### src/rtl/xuart_pkg.sv
// Shared definitions for the xuart_tx peripheral: its slot in the address map,
// register offsets, STATUS bit positions, reset divisor and transmitter states.
package xuart_pkg;

  // Slot on the external peripheral port of the address decoder
  localparam logic [31:0] XUART_BASE_ADDR = 32'h0000_0100;
  localparam int          XUART_ADDR_W    = 2;

  localparam logic [1:0] XUART_TXDATA = 2'd0;
  localparam logic [1:0] XUART_STATUS = 2'd1;
  localparam logic [1:0] XUART_DIV    = 2'd2;
  localparam logic [1:0] XUART_CTRL   = 2'd3;

  localparam int ST_BUSY    = 0;
  localparam int ST_FULL    = 1;
  localparam int ST_EMPTY   = 2;
  localparam int ST_OVF     = 3;
  localparam int ST_CNT_LSB = 4;

  // 115200 baud from a 50 MHz clock
  localparam logic [15:0] XUART_DIV_RST = 16'd434;

  typedef enum logic [1:0] {
    TX_IDLE  = 2'd0,
    TX_START = 2'd1,
    TX_DATA  = 2'd2,
    TX_STOP  = 2'd3
  } tx_state_e;

  function automatic logic [3:0] sat_nibble(input logic [31:0] v);
    return (v > 32'd15) ? 4'hF : v[3:0];
  endfunction

endpackage

### src/rtl/xuart_fifo.sv
// Synchronous byte FIFO for the UART transmitter. A push while full is accepted
// only when a pop happens in the same cycle; pops while empty are ignored.
module xuart_fifo #(
  parameter  int DEPTH = 4,
  parameter  int WIDTH = 8,
  localparam int PTR_W = $clog2(DEPTH),
  localparam int CNT_W = PTR_W + 1
) (
  input  logic             clk,
  input  logic             rst,
  input  logic             push,
  input  logic             pop,
  input  logic [WIDTH-1:0] wdata,
  output logic [WIDTH-1:0] rdata,
  output logic             full,
  output logic             empty,
  output logic [CNT_W-1:0] count
);

  logic [WIDTH-1:0] mem_q [DEPTH];
  logic [PTR_W-1:0] wr_ptr_q, wr_ptr_d;
  logic [PTR_W-1:0] rd_ptr_q, rd_ptr_d;
  logic [CNT_W-1:0] count_q, count_d;
  logic             push_ok;
  logic             pop_ok;

  assign full  = (count_q == CNT_W'(DEPTH));
  assign empty = (count_q == '0);
  assign count = count_q;
  assign rdata = mem_q[rd_ptr_q];

  assign pop_ok  = pop & ~empty;
  assign push_ok = push & (~full | pop_ok);

  always_comb begin
    wr_ptr_d = wr_ptr_q;
    rd_ptr_d = rd_ptr_q;
    count_d  = count_q;
    // Pointers are power-of-two wide, so plain increment wraps modulo DEPTH
    if (push_ok) wr_ptr_d = wr_ptr_q + 1'b1;
    if (pop_ok)  rd_ptr_d = rd_ptr_q + 1'b1;
    case ({push_ok, pop_ok})
      2'b10:   count_d = count_q + 1'b1;
      2'b01:   count_d = count_q - 1'b1;
      default: count_d = count_q;
    endcase
  end

  always_ff @(posedge clk or posedge rst) begin
    if (rst) begin
      wr_ptr_q <= '0;
      rd_ptr_q <= '0;
      count_q  <= '0;
    end else begin
      wr_ptr_q <= wr_ptr_d;
      rd_ptr_q <= rd_ptr_d;
      count_q  <= count_d;
    end
  end

  always_ff @(posedge clk) begin
    if (push_ok) mem_q[wr_ptr_q] <= wdata;
  end

endmodule

### src/rtl/xuart_tx.sv
// Memory-mapped 8N1 UART transmitter: CPU bytes go through a small FIFO and are
// serialised on txd by a bit-timing FSM at a programmable clock divisor.
module xuart_tx
  import xuart_pkg::*;
#(
  parameter int              FIFO_DEPTH = 4,
  parameter int              DIV_W      = 16,
  parameter logic [DIV_W-1:0] DIV_RST   = XUART_DIV_RST
) (
  input  logic        clk,
  input  logic        rst,
  input  logic        sel,
  input  logic        we,
  input  logic [1:0]  addr,
  input  logic [31:0] data_in,
  output logic [31:0] data_out,
  output logic        txd,
  output logic        irq
);

  localparam int CNT_W = $clog2(FIFO_DEPTH) + 1;

  tx_state_e        state_q, state_d;
  logic             txd_q, txd_d;
  logic [7:0]       shift_q, shift_d;
  logic [2:0]       bit_cnt_q, bit_cnt_d;
  logic [DIV_W-1:0] baud_cnt_q, baud_cnt_d;
  logic [DIV_W-1:0] act_div_q, act_div_d;
  logic [DIV_W-1:0] div_q, div_d;
  logic             ovf_q, ovf_d;

  logic             wr_en;
  logic             rd_en;
  logic             fifo_push;
  logic             fifo_pop;
  logic [7:0]       fifo_rdata;
  logic             fifo_full;
  logic             fifo_empty;
  logic [CNT_W-1:0] fifo_count;
  logic             bit_end;
  logic             busy;
  logic [31:0]      status;
  logic             data_in_unused;

  assign wr_en     = sel & we;
  assign rd_en     = sel & ~we;
  assign fifo_push = wr_en & (addr == XUART_TXDATA);
  assign data_in_unused = ^data_in[31:DIV_W];

  xuart_fifo #(
    .DEPTH (FIFO_DEPTH),
    .WIDTH (8)
  ) u_fifo (
    .clk   (clk),
    .rst   (rst),
    .push  (fifo_push),
    .pop   (fifo_pop),
    .wdata (data_in[7:0]),
    .rdata (fifo_rdata),
    .full  (fifo_full),
    .empty (fifo_empty),
    .count (fifo_count)
  );

  // ---------------- register file ----------------
  always_comb begin
    div_d = div_q;
    ovf_d = ovf_q;
    if (wr_en && addr == XUART_DIV) begin
      // A zero divisor would stall the bit timer, so it is promoted to 1
      div_d = (data_in[DIV_W-1:0] == '0) ? DIV_W'(1) : data_in[DIV_W-1:0];
    end
    if (wr_en && addr == XUART_CTRL && data_in[0]) ovf_d = 1'b0;
    if (fifo_push && fifo_full && !fifo_pop) ovf_d = 1'b1;
  end

  assign busy = (state_q != TX_IDLE);

  always_comb begin
    status                           = '0;
    status[ST_BUSY]                  = busy;
    status[ST_FULL]                  = fifo_full;
    status[ST_EMPTY]                 = fifo_empty;
    status[ST_OVF]                   = ovf_q;
    status[ST_CNT_LSB+3:ST_CNT_LSB]  = sat_nibble(32'(fifo_count));
  end

  always_comb begin
    data_out = '0;
    if (rd_en) begin
      case (addr)
        XUART_STATUS: data_out = status;
        XUART_DIV:    data_out = 32'(div_q);
        default:      data_out = '0;
      endcase
    end
  end

  // ---------------- bit-timing FSM ----------------
  assign bit_end = (baud_cnt_q == act_div_q - 1'b1);

  always_comb begin
    state_d    = state_q;
    txd_d      = txd_q;
    shift_d    = shift_q;
    bit_cnt_d  = bit_cnt_q;
    baud_cnt_d = baud_cnt_q;
    act_div_d  = act_div_q;
    fifo_pop   = 1'b0;

    if (state_q != TX_IDLE) baud_cnt_d = bit_end ? '0 : baud_cnt_q + 1'b1;

    case (state_q)
      TX_IDLE: begin
        txd_d = 1'b1;
        if (!fifo_empty) begin
          fifo_pop   = 1'b1;
          shift_d    = fifo_rdata;
          act_div_d  = div_q;
          txd_d      = 1'b0;
          baud_cnt_d = '0;
          bit_cnt_d  = '0;
          state_d    = TX_START;
        end
      end
      TX_START: begin
        if (bit_end) begin
          txd_d   = shift_q[0];
          state_d = TX_DATA;
        end
      end
      TX_DATA: begin
        if (bit_end) begin
          if (bit_cnt_q == 3'd7) begin
            txd_d   = 1'b1;
            state_d = TX_STOP;
          end else begin
            // txd is registered, so the next bit is taken before the shift lands
            txd_d     = shift_q[1];
            shift_d   = shift_q >> 1;
            bit_cnt_d = bit_cnt_q + 1'b1;
          end
        end
      end
      TX_STOP: begin
        if (bit_end) begin
          if (!fifo_empty) begin
            fifo_pop   = 1'b1;
            shift_d    = fifo_rdata;
            act_div_d  = div_q;
            txd_d      = 1'b0;
            baud_cnt_d = '0;
            bit_cnt_d  = '0;
            state_d    = TX_START;
          end else begin
            txd_d   = 1'b1;
            state_d = TX_IDLE;
          end
        end
      end
      default: begin
        txd_d   = 1'b1;
        state_d = TX_IDLE;
      end
    endcase
  end

  always_ff @(posedge clk or posedge rst) begin
    if (rst) begin
      state_q    <= TX_IDLE;
      txd_q      <= 1'b1;
      shift_q    <= '0;
      bit_cnt_q  <= '0;
      baud_cnt_q <= '0;
      act_div_q  <= DIV_RST;
      div_q      <= DIV_RST;
      ovf_q      <= 1'b0;
    end else begin
      state_q    <= state_d;
      txd_q      <= txd_d;
      shift_q    <= shift_d;
      bit_cnt_q  <= bit_cnt_d;
      baud_cnt_q <= baud_cnt_d;
      act_div_q  <= act_div_d;
      div_q      <= div_d;
      ovf_q      <= ovf_d;
    end
  end

  assign txd = txd_q;
  assign irq = fifo_empty & (state_q == TX_IDLE);

endmodule

### config.mk
export PLATFORM = sky130hd
export DESIGN_NAME = xuart_tx
export DESIGN_NICKNAME = d
export VERILOG_FILES = /design/src/rtl/xuart_pkg.sv /design/src/rtl/xuart_fifo.sv /design/src/rtl/xuart_tx.sv
export SDC_FILE = /design/constraint.sdc
export NUM_CORES = 1
export LEC_CHECK = 0
export ABC_AREA = 1
export CAP_MARGIN = 40
export CORE_MARGIN = 5
export CORE_UTILIZATION = 57
export DETAILED_ROUTE_END_ITERATION = 10
export GPL_ROUTABILITY_DRIVEN = 1
export PLACE_DENSITY = 0.82
export SYNTH_ARGS = -nofsm -noshare
export SYNTH_HDL_FRONTEND = slang
export SYNTH_SLANG_ARGS = --single-unit
### constraint.sdc
create_clock -name clk -period 4.2 [get_ports clk]
set_input_delay 0.84 -clock clk [delete_from_list [all_inputs] [get_ports clk]]
set_output_delay 0.84 -clock clk [all_outputs]
set_load 0.05 [all_outputs]
==> reports/results.ini <==
[power_and_ir_drop]
pwr_density_cell_nw_per_um2 = 388.2
p_leak_nw = 2.760
ir_drop_mv = 0.2591

[synth]
synth_edf_count = 32
ys.warnings.count = 0
synth_top_cell_by_area = dfrtp_1
synth_top_area_frac = 0.2633
synthDistinctLibCells = 42
synth_seq_cells = 102
synth_seq_area_share = 0.4863
ys_async_sr_fraction = 0.6863
netlist_top_cells_area = dfrtp_1, edfxtp_1, nand2_1
synth_cells = 663
synth-main-ff-cell = dfrtp_1
synth_area_per_cell_um2 = 8.456
synthesis.area_um2 = 5607

[cells_and_area]
area_growth_pct = 10.78
layout_commonest_cell = nand2_1
diodes = 0
fin_nets = 752
fin_util = 0.6413
drive_above_1_share = 0.09259
mostFrequentLayoutCells = nand2_1, nor2_1, inv_1

[global_routing]
antenna_found_initial = 0
grt_pass1_wl_mm = 20.17
grtUsageTotal = 0.2145
gr-total-overflow = 0
grt_pass1_vias = 4318
grt_start_max_net_pins = 36

[die]
row_count = 36
die_area_um2 = 11920
die_h_um = 109.2
dieWidth_um = 109.2
ioPinCount = 72
start_util = 0.5789
fp.coreArea_um2 = 9684

[routing]
dr.pass1.iters = 7
wl_mm = 11.94
drt_iter0_drc = 305
viasPerCell = 5.414
drt_drc_violations_left = 0
vias = 4521
ant_nets = 0
wl_per_cell_um = 14.29

[sta]
setup_tns_ps = 0
drv_slew = 0
worst_pin_slew_ps = 795.7
rsz0062_at_grt = false
setup_viol = 0
timing.slew.headroom = 0.4675
period_minus_slack_ps = 3738
finClkSkew_ps = 16.11
max_freq_mhz = 267.5
hold_violations = 0
fin_crit_sh = 0.8900

[min_path]
hp-class = register to register

[cts]
post_cts_resized = 0
cts_made_buffers = 9
hold_buffers = 0
post-cts-setup-buffer-count = 0
htreeDepth = 3
clk_latency_ps = 380
cts_tree = built
cts.sinks = 102
clockRootBuffer = clkbuf_8
max-clock-path-buffers = 2
cts.clk_slew.worst_paths_ps = 100

[worst_setup_path]
critPathMaxFanout = 7
critical_path_class = primary input to primary output
crit_family = buffers and inverters
critPathRequiredTime_ps = 3360
worstSetupEndpointType = primary output
cp.arrival_ps = 2900
path_buf_inv = 3
crit_path_frequent_cell = clkdlybuf4s50_1
crit_chain = clkdlybuf4s50_1, inv_1, ha_1, nand2_1, a21oi_1, clkdlybuf4s50_1
crit_path_max_incr_delay_ps = 840
critPathSlowestCell = clkdlybuf4s50_1
crit_path_start_kind = primary input

[place]
hpwl_mm = 8.817
io_buffers = 39
place_congestion = 0.9102

[flow_run]
cap_violations = 0

[run_status]
outcome = finished clean

flip-flops by register name (all words and copies together) (netlist names):
name / count
u_fifo.count: 3
state_q: 2
baud_cnt_q: 16
shift_q: 8
div_q: 16
u_fifo.rd_ptr_q: 2
u_fifo.wr_ptr_q: 2
ovf_q: 1
act_div_q: 16
txd: 1
u_fifo.mem_q: 32
bit_cnt_q: 3
cell usage after synthesis, types with 3 or more instances:
library cell  number
buf_2              3
nand3_1           20
nand2_2            7
a22oi_1            3
inv_1             73
o21ai_1           16
nor2_1            82
o21ai_0           44
nor4_1             5
xnor2_1            9
nor2_2             4
o31ai_2            7
dfrtp_1           59
ha_1              16
nand3b_1           3
buf_4             18
o22ai_1            9
nor3_1            14
a31oi_1           15
edfxtp_1          32
dfstp_2           11
xor2_1            17
nand4_1            5
nand2_1          146
a21oi_1           13
clkbuf_1          11
clkinv_1           3
area by class of cell:
type | instances | area, um^2
fill | 801 | 3473
sequential | 102 | 2726
multi-input combinational | 465 | 2434
timing repair buffer | 42 | 390.4
inverter | 77 | 289.0
tap | 133 | 166.4
clock buffer | 9 | 123.9
clock inverter | 7 | 81.33
per-layer routing:
metal	global-route usage	part of all wire	vias up
met2	0.3500	0.48	141
met5	0	0	-
met3	0.03612	0.053	24
li1	-	-	2223
met1	0.2920	0.45	2133
met4	0.07302	0.019	0
worst register-to-register path, stage by stage (launching register included):
cell and delay (ps):
dfrtp_1 430, inv_1 100, ha_1 220, nand2_1 70, nor2_1 160, nand2_1 110
nor2_2 110, nand3_1 100, nand2_1 60, nor3b_2 280, nand3_1 250, nand4_1 160
nand2_1 180, nor2_1 660
kinds of logic (layout without fill, tap and decap cells):
logic type                 count (synthesis)  after routing  synth area share
other                                      1             16         0.0006689
AOI/OAI and AO/OA                        114            114            0.1221
xor gates and xnor gates                  26             26           0.04062
muxes                                      1              1          0.002008
buffers and inverters                    111            135           0.08971
adders and majority gates                 17             17           0.03928
DFF                                      102            102            0.4863
and+or+nand+nor                          291            291            0.2194
worst paths after layout:
check / cells after the start / slack (ps) / startpoint / end
setup / recovery: 6 / 460 / addr[0] / data_out[2]
hold / removal: 2 / 500 / bit_cnt_q[1]$_DFFE_PP0P_ / bit_cnt_q[1]$_DFFE_PP0P_
setup reg to reg: 13 / 950 / act_div_q[0]$_DFFE_PP0P_ / u_fifo.mem_q[0][1]$_DFFE_PP_
hold reg to reg: 2 / 500 / bit_cnt_q[1]$_DFFE_PP0P_ / bit_cnt_q[1]$_DFFE_PP0P_
max in group asynchronous: 3 / 2470 / rst / act_div_q[1]$_DFFE_PP1P_
min in group asynchronous: 2 / 910 / rst / shift_q[6]$_DFFE_PP0P_
power breakdown:
part	total, W	internal [W]	leakage, nW	switching (W)
clock network	0.000632	0.000242	0.104	0.000390
logic	0.000493	0.000183	1.56	0.000310
registers	0.00129	0.00118	1.10	0.000107
total	0.00241	0.00160	2.76	0.000807
through the flow:
step	total power, W	instances	hold WS (ps)	setup WS (ps)	instance area [um^2]
2_1_floorplan	0.001659	678	451.1	727.9	5663
3_3_place_gp	0.001762	819	472.4	500.3	6006
3_5_place_dp	0.001797	819	480.1	456.8	6006
4_1_cts	0.002422	835	497.6	441.8	6211
5_1_grt	0.002559	835	507.0	327.0	6211
6_report	0.002411	835	499.7	462.2	6211
Note: power is estimated with default switching activity, not from simulation.
